`config.mk`:
```
export PLATFORM = sky130hd
export DESIGN_NAME = apb_timer_slave
export DESIGN_NICKNAME = d
export VERILOG_FILES = /design/src/rtl/apb_timer_slave.sv
export SDC_FILE = /design/constraint.sdc
export NUM_CORES = 1
export LEC_CHECK = 0
export CORE_ASPECT_RATIO = 2
export CORE_MARGIN = 2
export CORE_UTILIZATION = 25
export DETAILED_ROUTE_END_ITERATION = 16
export GPL_TIMING_DRIVEN = 0
export PLACE_DENSITY = 0.46
export SLEW_MARGIN = 20
export SYNTH_ARGS = -nofsm -noshare
export SYNTH_HDL_FRONTEND = slang
export SYNTH_SLANG_ARGS = --single-unit
```
`constraint.sdc`:
```
create_clock -name HCLK -period 2.9 [get_ports HCLK]
set_input_delay 0.435 -clock HCLK [delete_from_list [all_inputs] [get_ports HCLK]]
set_output_delay 0.435 -clock HCLK [all_outputs]
set_load 0.03 [all_outputs]
```
`src/rtl/apb_timer_slave.sv`:
```
// APB timer responder: LOAD/VALUE/CTRL/STATUS registers and a prescaled
// down-counter that raises a level interrupt on underflow.
module apb_timer_slave #(
    parameter int WIDTH = 32
) (
    input  logic             HCLK,
    input  logic             HRESET,
    input  logic             PSEL,
    input  logic             PENABLE,
    input  logic             PWRITE,
    input  logic [WIDTH-1:0] PADDR,
    input  logic [WIDTH-1:0] PWDATA,
    output logic [WIDTH-1:0] PRDATA,
    output logic             timer_irq
);

    typedef enum logic [1:0] {IDLE, SETUP, ACCESS} state_t;

    localparam logic [WIDTH-1:0] ONE = {{(WIDTH-1){1'b0}}, 1'b1};

    state_t           state_q, state_d;
    logic [WIDTH-1:0] load_q, load_d;
    logic [WIDTH-1:0] value_q, value_d;
    logic [WIDTH-1:0] prdata_q, prdata_d;
    logic [15:0]      ctrl_q, ctrl_d;
    logic [7:0]       presc_q, presc_d;
    logic             raw_q, raw_d;

    logic             tick;
    logic             addr_ok;
    logic             wr_en;
    logic             rd_en;
    logic [1:0]       reg_sel;
    logic [WIDTH-1:0] rdata;
    logic             addr_unused;

    assign addr_unused = ^{PADDR[WIDTH-1:8], PADDR[1:0]};
    assign addr_ok     = (PADDR[7:4] == 4'h0);
    assign reg_sel     = PADDR[3:2];
    assign wr_en       = (state_q == SETUP) && PSEL && PENABLE && PWRITE && addr_ok;
    assign rd_en       = PSEL && !PENABLE && !PWRITE;
    assign tick        = ctrl_q[0] && (presc_q == ctrl_q[15:8]);

    always_comb begin
        state_d = state_q;
        unique case (state_q)
            IDLE:    if (PSEL && !PENABLE) state_d = SETUP;
            SETUP:   if (!PSEL) state_d = IDLE;
                     else if (PENABLE) state_d = ACCESS;
            ACCESS:  if (!PSEL) state_d = IDLE;
                     else if (!PENABLE) state_d = SETUP;
            default: state_d = IDLE;
        endcase
    end

    always_comb begin
        rdata = '0;
        if (addr_ok) begin
            unique case (reg_sel)
                2'd0: rdata = load_q;
                2'd1: rdata = value_q;
                2'd2: rdata[15:0] = ctrl_q;
                2'd3: rdata[0] = raw_q;
                default: rdata = '0;
            endcase
        end
    end

    always_comb begin
        load_d   = load_q;
        value_d  = value_q;
        ctrl_d   = ctrl_q;
        raw_d    = raw_q;
        presc_d  = presc_q;
        prdata_d = prdata_q;

        if (ctrl_q[0]) presc_d = tick ? 8'd0 : presc_q + 8'd1;

        if (wr_en && reg_sel == 2'd3 && PWDATA[0]) raw_d = 1'b0;

        // Underflow is applied before bus writes so a same-edge write wins,
        // but it still sets RAW_IRQ over a STATUS clear.
        if (tick) begin
            if (value_q != '0) begin
                value_d = value_q - ONE;
            end else begin
                raw_d = 1'b1;
                if (ctrl_q[1]) value_d = load_q;
                else           ctrl_d[0] = 1'b0;
            end
        end

        if (wr_en && reg_sel == 2'd0) begin
            load_d  = PWDATA;
            value_d = PWDATA;
            presc_d = 8'd0;
        end

        if (wr_en && reg_sel == 2'd2) begin
            ctrl_d = PWDATA[15:0];
            if (!ctrl_q[0] && PWDATA[0]) presc_d = 8'd0;
        end

        if (rd_en) prdata_d = rdata;
    end

    always_ff @(posedge HCLK) begin
        if (HRESET) begin
            state_q  <= IDLE;
            load_q   <= '0;
            value_q  <= '0;
            ctrl_q   <= '0;
            raw_q    <= 1'b0;
            presc_q  <= '0;
            prdata_q <= '0;
        end else begin
            state_q  <= state_d;
            load_q   <= load_d;
            value_q  <= value_d;
            ctrl_q   <= ctrl_d;
            raw_q    <= raw_d;
            presc_q  <= presc_d;
            prdata_q <= prdata_d;
        end
    end

    assign PRDATA    = prdata_q;
    assign timer_irq = raw_q & ctrl_q[2];

endmodule
```
# Word-level counts from Yosys, hierarchy flattened
# Cells that the tools add are included.
# word_totals
reg_bits,123
elab_cells,73
# classes
addsub,2
eq_ne,11
mux,26
n_bitwise,1
reduce_logical,25
# op_table
operator,count
$mux W32,5
$pmux W15 S3,1
$mux W8,5
$pmux W16 S2,1
$reduce_bool A32 Y1,1
$sub A32 B1 Y32 const B,1
$logic_and A1 B1 Y1,12
$mux W2,5
$add A8 B1 Y8 const B,1
$eq A8 B8 Y1,1
$mux W1,7
$eq A2 B2 Y1 const B,3
$ne A3 B3 Y1 const B,2
$pmux W2 S3,1
$reduce_and A3 Y1,2
$eq A2 B1 Y1 const B,2
$logic_not A2 Y1,2
$logic_not A4 Y1,1
$ne A2 B1 Y1 const B,2
$pmux W1 S4,1
$reduce_bool A2 Y1,2
$logic_not A1 Y1,3
$reduce_bool A3 Y1,1
$ne A2 B2 Y1 const B,1
other kinds (2),2

# Logic depth before layout (Yosys ltp)
# Gate-level depths: netlist of the first run.
# depth
ltp_word,10
depth_mapped,10

# Worst setup path before layout of the first run
# Ideal clock, no wire load.
# synth_timing
kind,register to register
start,register value_q[4]
end,register value_q[22]
arrival_time_ns,2.326
slack_ns,0.456
path_stages_with_launch,10
path_cell_list,dfxtp_1 -> buf_6 -> nor4_1 -> nand4_1 -> or2_1 -> buf_6 -> buf_2 -> o21ai_0 -> a21oi_1 -> a32o_1
# synth_between
elab_chain_len,4
elab_cells_between_ends,7
classes_between,add/sub (1); mux (3); reduce/logical (3)
# synth_rtl
element,line,source
from (decl),23,"logic [WIDTH-1:0] value_q, value_d;"
from (signal assigned),119,value_q <= value_d;
$sub A32 B1 Y32 / $reduce_bool A32 Y1 (equally long branches),"85, 84",
$mux W32,84,if (value_q != '0) begin
$mux W32,83,if (tick) begin
$mux W32,93,if (wr_en && reg_sel == 2'd0) begin
# Several ways; a longest one is shown, not always the timed one. The select of a mux whose other input is x is not followed.
# A chain may end at the register's enable or synchronous reset.

# Final worst setup path of the first run
# layout_timing
start,input PADDR[5]
end,register load_q[14]
# layout_between
elab_chain_len,3
# layout_rtl
element,line,source
from (decl),11,"input logic [WIDTH-1:0] PADDR,"
$logic_not A4 Y1,38,assign addr_ok = (PADDR[7:4] == 4'h0);
$logic_and A1 B1 Y1,40,assign wr_en = (state_q == SETUP) && PSEL && PENABLE && PWRITE && addr_ok;
$logic_and A1 B1 Y1,93,
to (signal assigned),118,load_q <= load_d;
to (decl),22,"logic [WIDTH-1:0] load_q, load_d;"
# No other way between the ends.

==> results of run 1 <==
## per-stage QoR
| stage | cells | setup TNS (ps) | power, mW |
|---|---|---|---|
| floorplan | 795 | 0 | 1.80 |
| global placement | 1209 | -44600 | 1.91 |
| detailed placement | 1209 | -29000 | 1.91 |
| CTS | 1242 | 0 | 3.99 |
| global route | 1243 | 0 | 4.08 |
| finish | 1243 | 0 | 3.95 |
## cells in the mapped netlist (2+ instances only)
cell type	count	area share
sky130_fd_sc_hd__nand4b_1	2	0.0027
sky130_fd_sc_hd__nor2b_1	2	0.0019
sky130_fd_sc_hd__nand2_1	131	0.077
sky130_fd_sc_hd__a32oi_1	3	0.0041
sky130_fd_sc_hd__xnor2_1	15	0.020
sky130_fd_sc_hd__or3_1	6	0.0058
sky130_fd_sc_hd__clkbuf_8	8	0.017
sky130_fd_sc_hd__a211oi_1	6	0.0070
sky130_fd_sc_hd__inv_1	5	0.0029
sky130_fd_sc_hd__o221ai_1	12	0.016
sky130_fd_sc_hd__nand4_1	12	0.012
sky130_fd_sc_hd__nor3_1	16	0.012
sky130_fd_sc_hd__buf_6	3	0.0053
sky130_fd_sc_hd__clkbuf_1	47	0.027
sky130_fd_sc_hd__buf_1	2	0.0012
sky130_fd_sc_hd__xor2_1	9	0.012
sky130_fd_sc_hd__a21o_1	2	0.0023
sky130_fd_sc_hd__a2bb2oi_1	9	0.012
sky130_fd_sc_hd__mux2_2	18	0.032
sky130_fd_sc_hd__a211o_1	6	0.0082
sky130_fd_sc_hd__nand3_1	25	0.019
sky130_fd_sc_hd__o21ai_0	45	0.035
sky130_fd_sc_hd__or4_4	2	0.0035
sky130_fd_sc_hd__and4_1	3	0.0041
sky130_fd_sc_hd__buf_2	4	0.0031
sky130_fd_sc_hd__nor2_1	59	0.035
sky130_fd_sc_hd__a31oi_1	7	0.0068
sky130_fd_sc_hd__nor3b_1	8	0.0094
sky130_fd_sc_hd__nor3_2	2	0.0031
sky130_fd_sc_hd__a21oi_1	91	0.071
sky130_fd_sc_hd__dfxtp_1	123	0.38
sky130_fd_sc_hd__or2_2	3	0.0029
sky130_fd_sc_hd__nor4_1	15	0.015
sky130_fd_sc_hd__mux2i_1	21	0.033
sky130_fd_sc_hd__ha_1	3	0.0058
sky130_fd_sc_hd__a22oi_1	32	0.037
sky130_fd_sc_hd__o211ai_1	3	0.0035
sky130_fd_sc_hd__or4_1	6	0.0070
sky130_fd_sc_hd__nor4_2	2	0.0039
sky130_fd_sc_hd__o31ai_1	2	0.0023
sky130_fd_sc_hd__o21a_1	3	0.0035
## area by class of cell
class                   count  share of cell area
repair buffers             77              0.0921
flip-flops and latches    123               0.297
clock buffers              20              0.0527
multi-input cells         602               0.447
clock inverters            11              0.0149
plain buffers              65              0.0429
well taps                 340              0.0513
inverters                   5             0.00226
## kinds of logic (layout without fill, tap and decap cells)
family	after synthesis	after routing
simple gates	304	304
compound gates	231	231
flops	123	123
buf+inv	70	178
mux	40	40
xor+xnor	24	24
fa+ha+maj	3	3
## how the worst min path moves through the flow
stage	endpoint	slack [ps]	cells after the start	from
after floorplan	ctrl_q[3]	430	2	ctrl_q[3]
after global placement	ctrl_q[4]	440	2	ctrl_q[4]
after detailed placement	ctrl_q[3]	450	2	ctrl_q[3]
after CTS	value_q[2]	440	3	HRESET
after global routing	value_q[4]	440	3	HRESET
final	ctrl_q[5]	460	2	ctrl_q[5]
## layer usage
layer / part of all wire / up-vias / GRT usage
li1: - / 3087 / -
met1: 0.43 / 3096 / 0.234
met2: 0.48 / 209 / 0.312
met3: 0.048 / 50 / 0.0360
met4: 0.038 / 0 / 0.0835
met5: 0 / - / 0
## power by group
group          internal (mW)  switching (mW)  total [mW]
Clock                   1.25           0.822        2.08
Combinational         0.0773           0.108       0.186
Sequential              1.69         0.00115        1.69
Total                   3.02           0.932        3.95
## repair_timing
action / CTS / global route
pin swaps: 1 / 1
setup endpoints to repair: 33 / 42
gates resized for setup: 7 / 8
setup buffers: 2 / 1
hold buffers: 0 / 0
cloned: 0 / 0
## worst reg2reg max path: cells and delay by family (launching register included)
family / cells / cell delay, ps
DFF: 1 / 300
buffers and inverters: 2 / 430
xor gates and xnor gates: 1 / 200
and+or+nand+nor: 3 / 1300
AOI/OAI and AO/OA: 2 / 460
## state kept, by name, summed over array words and instances (netlist names)
register  flops
PRDATA       32
ctrl_q       16
value_q      32
state_q       2
raw_q         1
load_q       32
presc_q       8
==> impl_metrics.tcl, run 1 <==
set metrics [dict create \
    run_status "finished, final reports clean" \
    p_leak_nw 2.76 \
    final_period_minus_worst_setup_slack_ps 2780 \
    synthMuxAreaShare 0.0678 \
    post_synth.cell_area_avg_um2 8.07 \
    final-max-slew-violation-count 0 \
    gr-usage-all-layers 0.189 \
    critPathTopFamily "simple AND/OR/NAND/NOR gates" \
    synth_cell_type_count 63 \
    adder_cell_area_share_of_the_yosys_netlist 0.00585 \
    layout-area-overhead-vs-synth_pct 29.2 \
    worstSetupPathType "primary input to register" \
    cp.arrival_ps 3140 \
    critical_path.n_buffers_inverters 2 \
    final_core_util 0.326 \
    gp_routability_congestion 0.895 \
    hpwlAfterDp_um 18500 \
    yosysWarnings 0 \
    clk_pin_slew_worst_paths_ps 60 \
    routedWlPerCell_um 20.0 \
    layout_common_cells "sky130_fd_sc_hd__nand2_1 (131), sky130_fd_sc_hd__dfxtp_1 (123), sky130_fd_sc_hd__a21oi_1 (90), sky130_fd_sc_hd__clkdlybuf4s50_1 (74), sky130_fd_sc_hd__nor2_1 (59)" \
    max_stage_delay_ps 720 \
    highest_attainable_clock_frequency_mhz 360 \
    launch_point_of_the_critical_path "PADDR[5]" \
    antenna-diode-count 0 \
    worstSkewPairLatency_ps 430 \
    r2r_setup_slack_ps 150 \
    crit_path_start_kind "primary input" \
    synth_seq_cells 123 \
    cts_root_buf "sky130_fd_sc_hd__clkbuf_16" \
    floorplan.core_area_mm2 0.0254 \
    fin_skew_ps 8.07 \
    overflow 0 \
    synth_area_in_compound_gates 0.224 \
    grt_pass1_wl_um 38100 \
    buffer_ports.inserted 74 \
    die-height_um 231 \
    antenna_violating_nets_post_route 0 \
    drt-total-wl_um 24900 \
    remaining_design_rule_violation_count 0 \
    worst_ep_required_time_ps 3260 \
    crit_fanout 10 \
    post_synth_and_or_nand_nor_area_fraction 0.228 \
    io_pins 102 \
    synth-xor-area-share 0.0328 \
    cts_made_buffers 17 \
    vdd.ir_drop.worst_mv 0.317 \
    numClockSinks 123 \
    largest_net_degree_at_the_start_of_global_routing 17 \
    dr.first_iter.drc_count 353 \
    dp_slack_ps -625 \
    grt_antenna_before_repair 0 \
    share_of_synthesized_registers_carrying_an_async_set_or_reset 0 \
    cts_htree_levels 4 \
    syn-instance-count 795 \
    cap_violations 0 \
    via_count 6442 \
    finalSetupViolations 0 \
    cp_slowest_cell "sky130_fd_sc_hd__nor4_4" \
    fill_cells 2767 \
    post-route-cell-area_mm2 0.00829 \
    timing.slew.headroom 0.462 \
    count_of_cells_along_the_worst_register_to_register_path 8 \
    endpoint "load_q[14]" \
    worst_setup_path_end_kind "register" \
    fin_nets 963 \
    synth_top_family_by_area "simple AND/OR/NAND/NOR gates" \
    mappedNetlistArea_mm2 0.00642 \
    synth.net_count 867 \
    max-clock-path-buffers 2 \
    critical_path.cell_chain "clkdlybuf4s50_1 > or4_1 > nor4_4 > clkbuf_1 > nand2_1 > a21oi_1" \
    initial_core_util 0.252 \
    final.period_utilization 0.958 \
    path_type_of_the_worst_min_delay_path "register to register" \
    fraction_of_layout_instances_using_a_drive_strength_above_1 0.0975 \
    number_of_hold_violations_in_the_final_report 0 \
    synth.yosys.seq_area_share 0.384 \
    timing_worst_slew_pin_value_ps 807 \
    timing.rr.end "value_q[23]" \
    rsz0062_at_grt "false" \
    core.rowCount 83 \
    final_common_cell "sky130_fd_sc_hd__nand2_1" \
    layout_setup_ws_ps 121 \
    r2r_start "value_q[2]" \
    postSynth.topFlopCell "sky130_fd_sc_hd__dfxtp_1" \
    route.detailed.vias_per_inst 5.18 \
    placedInstanceArea_mm2 0.00760 \
    hold_slack_ps 456 \
    vias_in_the_first_global_route 6554 \
    critical_path_depth 6 \
    register_area_mm2 0.00246 \
    tritoncts "built" \
    die_area_mm2 0.0270 \
    powerDensity_mw_per_mm2 477 \
    multi_input_area_mm2 0.00370 \
    synth_edf_count 0 \
    drt-pass1-iter-count 5 \
    die-width_um 117 \
]
Power figures use the tool's default switching activity.
==> inputs of run 2 (changes only) <==
--- a/config.mk
+++ b/config.mk
@@ -8,6 +8,7 @@
 export CORE_ASPECT_RATIO = 2
 export CORE_MARGIN = 2
 export CORE_UTILIZATION = 25
+export CTS_CLUSTER_DIAMETER = 150
 export DETAILED_ROUTE_END_ITERATION = 16
 export GPL_TIMING_DRIVEN = 0
 export PLACE_DENSITY = 0.46
==> results of run 2 <==
Same layout as run 1: the final DEF is identical, and so are final timing and power.
==> inputs of run 3 (changes only) <==
--- a/config.mk
+++ b/config.mk
@@ -6,7 +6,6 @@
 export NUM_CORES = 1
 export LEC_CHECK = 0
 export CORE_ASPECT_RATIO = 2
-export CORE_MARGIN = 2
 export CORE_UTILIZATION = 25
 export CTS_CLUSTER_DIAMETER = 150
 export DETAILED_ROUTE_END_ITERATION = 16
==> impl_metrics.tcl, run 3 (synthesized netlist as in run 1, its figures left out) <==
set metrics [dict create \
    number_of_hold_violations_in_the_final_report 0 \
    fraction_of_layout_instances_using_a_drive_strength_above_1 0.0998 \
    multi_input_area_mm2 0.00369 \
    clk_pin_slew_worst_paths_ps 60 \
    cap_violations 0 \
    via_count 6380 \
    fill_cells 2684 \
    p_leak_nw 2.80 \
    final_cell_count_no_fill 1238 \
    timing_worst_slew_pin_value_ps 925 \
    cts_made_buffers 17 \
    io_pins 102 \
    die_area_mm2 0.0264 \
    floorplan.core_area_mm2 0.0251 \
    worstSetupPathType "register to register" \
    final_period_minus_worst_setup_slack_ps 2770 \
    hpwlAfterDp_um 20800 \
    critical_path.cell_chain "clkbuf_1 > nand2_1 > nor3_2 > o21ai_4 > buf_2 > o221ai_1 > a21oi_1" \
    max-clock-path-buffers 2 \
    layout_setup_ws_ps 133 \
    cts_htree_levels 4 \
    gp_routability_congestion 0.917 \
    initial_core_util 0.255 \
    fin_tns_setup_ps 0 \
    finalSetupViolations 0 \
    layout-area-overhead-vs-synth_pct 29.5 \
    die-height_um 229 \
    overflow 0 \
    vdd.ir_drop.worst_mv 0.400 \
    layout_common_cells "sky130_fd_sc_hd__nand2_1 (131), sky130_fd_sc_hd__dfxtp_1 (123), sky130_fd_sc_hd__a21oi_1 (90), sky130_fd_sc_hd__clkdlybuf4s50_1 (74), sky130_fd_sc_hd__nor2_1 (58)" \
    antenna_violating_nets_post_route 0 \
    remaining_design_rule_violation_count 0 \
    cts-hold-fix-buffers 0 \
    final.period_utilization 0.954 \
    path_type_of_the_worst_min_delay_path "primary input to register" \
    die-width_um 115 \
    antenna-diode-count 0 \
    rsz0062_at_grt "false" \
    register_area_mm2 0.00246 \
    r2r_start "ctrl_q[0]" \
    critical_path.n_buffers_inverters 2 \
    routedWlPerCell_um 21.6 \
    largest_net_degree_at_the_start_of_global_routing 17 \
    final_core_util 0.331 \
    critPathTopFamily "simple AND/OR/NAND/NOR gates" \
    launch_point_of_the_critical_path "ctrl_q[0]" \
    max_stage_delay_ps 800 \
    core.rowCount 82 \
    cts_root_buf "sky130_fd_sc_hd__clkbuf_16" \
    dr.first_iter.drc_count 309 \
    route.detailed.vias_per_inst 5.15 \
    worst_setup_path_end_kind "register" \
    crit_fanout 10 \
    buffer_ports.inserted 74 \
    grt_pass1_wl_um 40300 \
    numClockSinks 123 \
    p_total_mw 4.09 \
    crit_path_start_kind "register" \
    powerDensity_mw_per_mm2 492 \
    drt-pass1-iter-count 5 \
    fin_skew_ps 6.58 \
    drt-total-wl_um 26800 \
    final-max-slew-violation-count 0 \
    timing.slew.headroom 0.380 \
    cp_slowest_cell "sky130_fd_sc_hd__nor3_2" \
    vias_in_the_first_global_route 6609 \
    worstSkewPairLatency_ps 440 \
    hold_path_start "HRESET" \
    gr-usage-all-layers 0.211 \
    final_common_cell "sky130_fd_sc_hd__nand2_1" \
    worst_ep_required_time_ps 3220 \
    grt_antenna_before_repair 0 \
    run_status "finished, final reports clean" \
    dp_slack_ps -607 \
    cp.arrival_ps 3090 \
    tritoncts "built" \
    highest_attainable_clock_frequency_mhz 361 \
    place_inst 1205 \
    fin_nets 963 \
]
## run 3: cell types whose count changed in the layout (fill, tap and decap cells not counted), sizes merged
cell      change
clkinv        -1
clkinvlp      -4
clkbuf        +4
## run 3: what timing repair did
item / 4_1_cts / 5_1_grt
setup endpoints to repair: 41 / 34
resized for setup: 9 / 6
pin swaps: 1 / 2
buffers inserted: 2 / 1
## run 3: final timing paths
check | end | slack (ps) | cells past startpoint
worst max-delay path | value_q[4] | 130 | 7
worst min register to register | ctrl_q[3] | 460 | 2
worst max register to register | value_q[4] | 130 | 7
worst min-delay path | value_q[26] | 450 | 3
## run 3: layout make-up
class | count | area share
multi-input combinational | 602 | 0.444
sequential | 123 | 0.296
clock buffer | 24 | 0.0616
clock inverter | 6 | 0.0102
timing repair buffer | 77 | 0.0918
tap | 336 | 0.0506
buffer | 65 | 0.0429
inverter | 5 | 0.00226
## run 3: per-stage QoR
step	instance area, um2	hold slack [ps]
3_3_place_gp	7580	442
3_5_place_dp	7600	453
6_report	8310	450
4_1_cts	8260	436
2_1_floorplan	6420	432
5_1_grt	8310	442
## run 3: worst reg2reg max path, stage by stage, from the launching register on
cell                       delay [ps]
sky130_fd_sc_hd__dfxtp_1          300
sky130_fd_sc_hd__clkbuf_1         440
sky130_fd_sc_hd__nand2_1          190
sky130_fd_sc_hd__nor3_2           800
sky130_fd_sc_hd__o21ai_4          260
sky130_fd_sc_hd__buf_2            290
sky130_fd_sc_hd__o221ai_1         260
sky130_fd_sc_hd__a21oi_1          110
## run 3: power by group
part           internal, mW  switching [mW]
Clock                  1.39           0.812
Combinational        0.0775           0.116
Sequential             1.69         0.00108
Total                  3.16           0.929
## run 3: routing by layer
layer  vias to the layer above  GRT usage  share of wire
li1                       3086          -              -
met1                      3050      0.202           0.35
met2                       176      0.406           0.56
met3                        68     0.0273          0.028
met4                         0      0.141          0.059
met5                         -          0              0
